$ cat src/rtl/multi_input_selector.sv
// N-channel serial data selector: qualifies channels by rising-edge activity, drops idle ones,
// and hands the lowest-index active channel to the LED decoder through a glitch-free switch.
module multi_input_selector #(
    parameter int NUM_INPUTS     = 4,
    parameter int EDGE_THRESHOLD = 64,
    parameter int IDLE_TIMEOUT   = 256,
    parameter int GUARD_CYCLES   = 16,
    parameter int DEFAULT_CH     = NUM_INPUTS - 1,
    parameter int SEL_W          = (NUM_INPUTS > 1) ? $clog2(NUM_INPUTS) : 1
) (
    input  logic                  clk,
    input  logic                  rst,
    input  logic [NUM_INPUTS-1:0] in,
    input  logic                  force_en,
    input  logic [SEL_W-1:0]      force_sel,
    output logic                  out,
    output logic [SEL_W-1:0]      sel,
    output logic [NUM_INPUTS-1:0] active,
    output logic                  switched
);

    localparam int CNT_W  = (EDGE_THRESHOLD > 0) ? $clog2(EDGE_THRESHOLD + 1) : 1;
    localparam int IDLE_W = (IDLE_TIMEOUT > 0) ? $clog2(IDLE_TIMEOUT + 1) : 1;
    localparam int GRD_W  = (GUARD_CYCLES > 1) ? $clog2(GUARD_CYCLES) : 1;

    localparam logic [CNT_W-1:0]  CNT_MAX  = CNT_W'(EDGE_THRESHOLD);
    localparam logic [IDLE_W-1:0] IDLE_MAX = IDLE_W'(IDLE_TIMEOUT);
    localparam logic [GRD_W-1:0]  GRD_LAST = GRD_W'(GUARD_CYCLES - 1);
    localparam logic [SEL_W-1:0]  DEF_SEL  = SEL_W'(DEFAULT_CH);

    typedef enum logic {
        S_IDLE    = 1'b0,
        S_PENDING = 1'b1
    } state_t;

    function automatic logic [CNT_W-1:0] sat_inc_cnt(input logic [CNT_W-1:0] v);
        return (v == CNT_MAX) ? v : v + CNT_W'(1);
    endfunction

    function automatic logic [IDLE_W-1:0] sat_inc_idle(input logic [IDLE_W-1:0] v);
        return (v == IDLE_MAX) ? v : v + IDLE_W'(1);
    endfunction

    logic [NUM_INPUTS-1:0] last_in;
    logic [NUM_INPUTS-1:0] rise;
    logic [NUM_INPUTS-1:0] expire;
    logic [CNT_W-1:0]      cnt  [NUM_INPUTS];
    logic [IDLE_W-1:0]     idle [NUM_INPUTS];

    state_t                state, state_nxt;
    logic [GRD_W-1:0]      guard_cnt, guard_nxt;
    logic [SEL_W-1:0]      target;
    logic [SEL_W-1:0]      sel_nxt;
    logic                  force_ok;
    logic                  quiet;
    logic                  do_switch;

    assign rise = in & ~last_in;

    always_comb begin
        expire = '0;
        active = '0;
        for (int i = 0; i < NUM_INPUTS; i++) begin
            expire[i] = (IDLE_TIMEOUT != 0) && (idle[i] == IDLE_MAX);
            active[i] = (cnt[i] == CNT_MAX);
        end
    end

    // Activity tracking: an edge always beats an expiry landing on the same cycle
    always_ff @(posedge clk or posedge rst) begin
        if (rst) begin
            last_in <= '0;
            for (int i = 0; i < NUM_INPUTS; i++) begin
                cnt[i]  <= '0;
                idle[i] <= '0;
            end
        end else begin
            last_in <= in;
            for (int i = 0; i < NUM_INPUTS; i++) begin
                if (rise[i]) begin
                    cnt[i]  <= sat_inc_cnt(cnt[i]);
                    idle[i] <= '0;
                end else if (expire[i]) begin
                    cnt[i]  <= '0;
                    idle[i] <= '0;
                end else begin
                    idle[i] <= sat_inc_idle(idle[i]);
                end
            end
        end
    end

    // Target choice: lowest active index, unless the test override is engaged
    always_comb begin
        force_ok = ({1'b0, force_sel} < (SEL_W + 1)'(NUM_INPUTS));
        target   = DEF_SEL;
        for (int i = NUM_INPUTS - 1; i >= 0; i--) begin
            if (active[i]) target = SEL_W'(i);
        end
        if (force_en) target = force_ok ? force_sel : DEF_SEL;
    end

    always_comb begin
        state_nxt = state;
        guard_nxt = guard_cnt;
        do_switch = 1'b0;
        quiet     = ~in[sel] & ~in[target];
        case (state)
            S_IDLE: begin
                if (target != sel) begin
                    if (force_en || quiet) begin
                        do_switch = 1'b1;
                    end else begin
                        state_nxt = S_PENDING;
                        guard_nxt = '0;
                    end
                end
            end
            S_PENDING: begin
                if (target == sel) begin
                    state_nxt = S_IDLE;
                end else if (force_en || quiet || guard_cnt == GRD_LAST) begin
                    do_switch = 1'b1;
                    state_nxt = S_IDLE;
                end else begin
                    guard_nxt = guard_cnt + GRD_W'(1);
                end
            end
            default: state_nxt = S_IDLE;
        endcase
        sel_nxt = do_switch ? target : sel;
    end

    // Selection and output register stage
    always_ff @(posedge clk or posedge rst) begin
        if (rst) begin
            state     <= S_IDLE;
            guard_cnt <= '0;
            sel       <= DEF_SEL;
            switched  <= 1'b0;
            out       <= 1'b0;
        end else begin
            state     <= state_nxt;
            guard_cnt <= guard_nxt;
            sel       <= sel_nxt;
            switched  <= do_switch;
            out       <= in[sel_nxt];
        end
    end

endmodule
$ cat config.mk
export PLATFORM = sky130hd
export DESIGN_NAME = multi_input_selector
export DESIGN_NICKNAME = d
export VERILOG_FILES = /design/src/rtl/multi_input_selector.sv
export SDC_FILE = /design/constraint.sdc
export NUM_CORES = 1
export LEC_CHECK = 0
export ABC_AREA = 1
export BUFFER_PORTS_ARGS = -buffer_cell sky130_fd_sc_hd__buf_2
export CAP_MARGIN = 20
export CORE_AREA = 2 2 92 94
export CTS_CLUSTER_SIZE = 10
export DETAILED_ROUTE_END_ITERATION = 8
export DIE_AREA = 0 0 94 96
export PLACE_DENSITY = 0.71
export SYNTH_ARGS = -nofsm -noshare
export SYNTH_HDL_FRONTEND = slang
export SYNTH_SLANG_ARGS = --single-unit
$ cat constraint.sdc
create_clock -name clk -period 2.5 [get_ports clk]
set_clock_uncertainty 0.2 [all_clocks]
set_input_delay 0.5 -clock clk [delete_from_list [all_inputs] [get_ports clk]]
set_output_delay 0.5 -clock clk [all_outputs]
set_load 0.02 [all_outputs]
==> results.md <==
- First-pass GRT wire length: 12920 um
- Slew @ Worst Pin: 599.7 ps
- Netlist cell types: 37
- Worst-path cell chain: inv_1, ha_1, inv_1, nor2_2, nand3_4, inv_2, buf_2
- Max-cap viol count: 0
- CTS tree: built
- Crit. Startpoint: cnt[15]
- RSZ-0062 raised after global routing: no
- Yosys warns: 0
- Post-synthesis register bit count: 77
- Slew Viols, Final: 0
- Startpoint Class: flop
- Post-Syn Instances: 474
- Max FO, Critical Path: 5
- Per-cell routed wire length: 11.81 um
- Register share of total power: 45.5%
- Final period util: 88.19%
- FF-to-FF Start: idle[9]
- Routed Antenna Nets: 0
- Crit-path most repeated cell: inv_1
- NetSw: 1.552 mW
- Root buf cell: clkbuf_8
- Status: finished, final reports clean
- Area after DPL: 0.004339 mm2
- # IOs: 17
- N_diodes: 0
- Syn-to-layout area delta: 12.29%
- Family with the most delay on the worst path: buffers and inverters
- Worst EP required: 1800 ps
- Number of vias after detailed routing: 3063
- Post-synth EDFFs: 0
- CTS Sinks: 77
- Critical Path AT: 1500 ps
- Ys flop type: dfrtp_1
- Worst vdd ir: 0.0005482 V
- DIE AREA: 0.009024 mm2
- Combinational power share: 31.0%
- GRT Overall Usage: 18.08%
- Drt initial violations: 97
- DRC viols: 0
- Die W: 94 um
- Nature of the critical path endpoint: output pin
- Post-placement cell count: 601
- Clock share of power: 23.5%
- Die height: 96 um
- Worst hold path type: in -> async
- CP Buf/Inv Count: 4
- Post-DP HPWL: 5553 um
- Share of the synthesized area in the top cell type: 46.32%
- Cell taking the most area after synthesis: dfrtp_1
- CTS buffer count: 9
- Worst-path clk slew: 70 ps
- Post-Layout Cell Count: 617
- Post-synth ARST share: 100.0%
- NumNets Final: 533
- Cell area after layout: 0.004549 mm2
- Internal power: 2.639 mW
- Vias per cell: 4.964
- Crit-path max cell delay: 400 ps
- WS Path Type: reg -> out
- Final Hold Violating Endpoints: 0
- Min cycle time layout: 2205 ps
- Routed WL: 7285 um
- Upper clock frequency limit: 0.4535 GHz
- Later-pin clock latency in the skew report: 350 ps
- Switching power share of the total: 37.03%
- Port Buffers: 16
- H-tree levels: 3
- Max clock buf depth: 2
- LEAKAGE: 2.242 nW
- Finished Core Util: 56.50%
- Slew HR: 59.94%
- Setup Viol. Count Final: 0
- DRT Pass-1 Iters: 4
- CORE AREA: 0.008051 mm2
- Initial antenna violation count: 0
- Post-CTS Setup Bufs: 0
- Largest net degree at the start of global routing: 33
- Share of layout cells above drive strength 1: 14.06%
- Grt ovf: 0
- Design Power: 4.191 mW
- Slowest CP cell: dfrtp_1
- CTS Hold Bufs: 0
- Num rows: 33
- Vias in the first global route: 3019
- RePlAce Congestion: 0.8812
- Syn avg cell area: 8.547 um2
- PostCTS Resize Cnt: 0
- Synthesized Nets: 500
- Mapped Area: 0.004051 mm2
- Initial Utilization: 50.32%
- Power Density: 921.2 mW/mm2
- Total Neg Setup Slack: 0 ps
- Sequential area share after synthesis: 47.62%
- Area contributors post-synth: dfrtp_1 46%, inv_1 7.5%, nand2_1 6.0%
registers in the layout, summed over array words and instances (netlist names):
signal     cells
cnt           28
guard_cnt      4
idle          36
last_in        4
out            1
sel            2
state          1
switched       1
through the flow:
| step | setup slack [ps] | hold slack, ps |
|---|---|---|
| global route | 118.0 | 44.94 |
| detailed placement | 321.8 | 252.2 |
| global placement | 403.4 | 240.8 |
| finish | 295.1 | 23.73 |
| CTS | 275.7 | 27.95 |
| floorplan | 325.7 | 229.4 |
routing by layer:
layer	GRT usage, %	vias to the layer above	routed length (um)
met5	0	-	0
met4	6.401	0	133
met3	5.012	14	197
met2	30.06	33	3398
met1	22.79	1428	3556
li1	-	1588	-
layout by cell type, fill, tap and decap left out, types with 3 or more instances in the layout:
master    count
inv_2         5
xnor2_1       5
xor2_1       17
dfrtp_1      75
nand4_1       9
nand2_2       4
nor3_1       27
inv_1        80
and3_1        3
nand2_1      65
nor2_4        3
clkinv_2      3
buf_4         5
ha_1         17
nand2_4       4
a21oi_1      23
nand3_1      28
nor2_1       50
nor2_2        5
o22ai_1       7
clkbuf_8     12
o21ai_1       3
buf_2        16
o21ai_0      17
cells in the mapped netlist (2+ instances only):
library cell  instances
inv_1                81
dfrtp_1              75
nand2_1              65
nor2_1               50
nand3_1              28
nor3_1               27
a21oi_1              23
ha_1                 17
o21ai_0              17
xor2_1               17
nand4_1               9
o22ai_1               7
inv_2                 5
nor2_2                5
xnor2_1               5
nand2_2               4
nand2_4               4
and3_1                3
nor2_4                3
o21ai_1               3
a22o_1                2
dfstp_2               2
nand3_2               2
nand3_4               2
nand3b_1              2
nor4_1                2
o211a_1               2
o21bai_1              2
or2_2                 2
kinds of logic after synthesis:
logic type,after synthesis,synth area share [%]
AOI/OAI and AO/OA,61,8.956
buffers and inverters,87,8.091
adders and majority gates,17,5.250
xor gates and xnor gates,22,4.756
and+or+nand+nor,210,25.32
DFF,77,47.62
path summary, 6_finish.rpt:
path | cells after the start | slack, ps | to
worst max-delay path | 7 | 300 | active[1]
worst min-delay path | 2 | 20 | cnt[23]
worst max register to register | 10 | 330 | cnt[12]
worst min register to register | 1 | 260 | idle[18]
max in group asynchronous | 3 | 1470 | sel[0]
min in group clk | 1 | 70 | last_in[2]
area by class of cell:
| type | count | area, um2 |
|---|---|---|
| clock buffers | 12 | 165.2 |
| clock inverters | 4 | 45.04 |
| repair buffers | 23 | 157.7 |
| flip-flops and latches | 77 | 1929 |
| inverters | 86 | 326.6 |
| fillers | 725 | 3502 |
| well taps | 105 | 131.4 |
| multi-input cells | 310 | 1794 |
power groups by stage:
| stage | clock network, mW | logic (mW) | registers, mW |
|---|---|---|---|
| 2_1_floorplan | 0 | 1.01 | 1.89 |
| 3_3_place_gp | 0 | 1.26 | 1.91 |
| 3_5_place_dp | 0 | 1.31 | 1.93 |
| 4_1_cts | 1.02 | 1.31 | 1.91 |
| 5_1_grt | 1.07 | 1.49 | 1.96 |
| 6_report | 0.986 | 1.30 | 1.91 |
(Power assumes the default switching activity.)
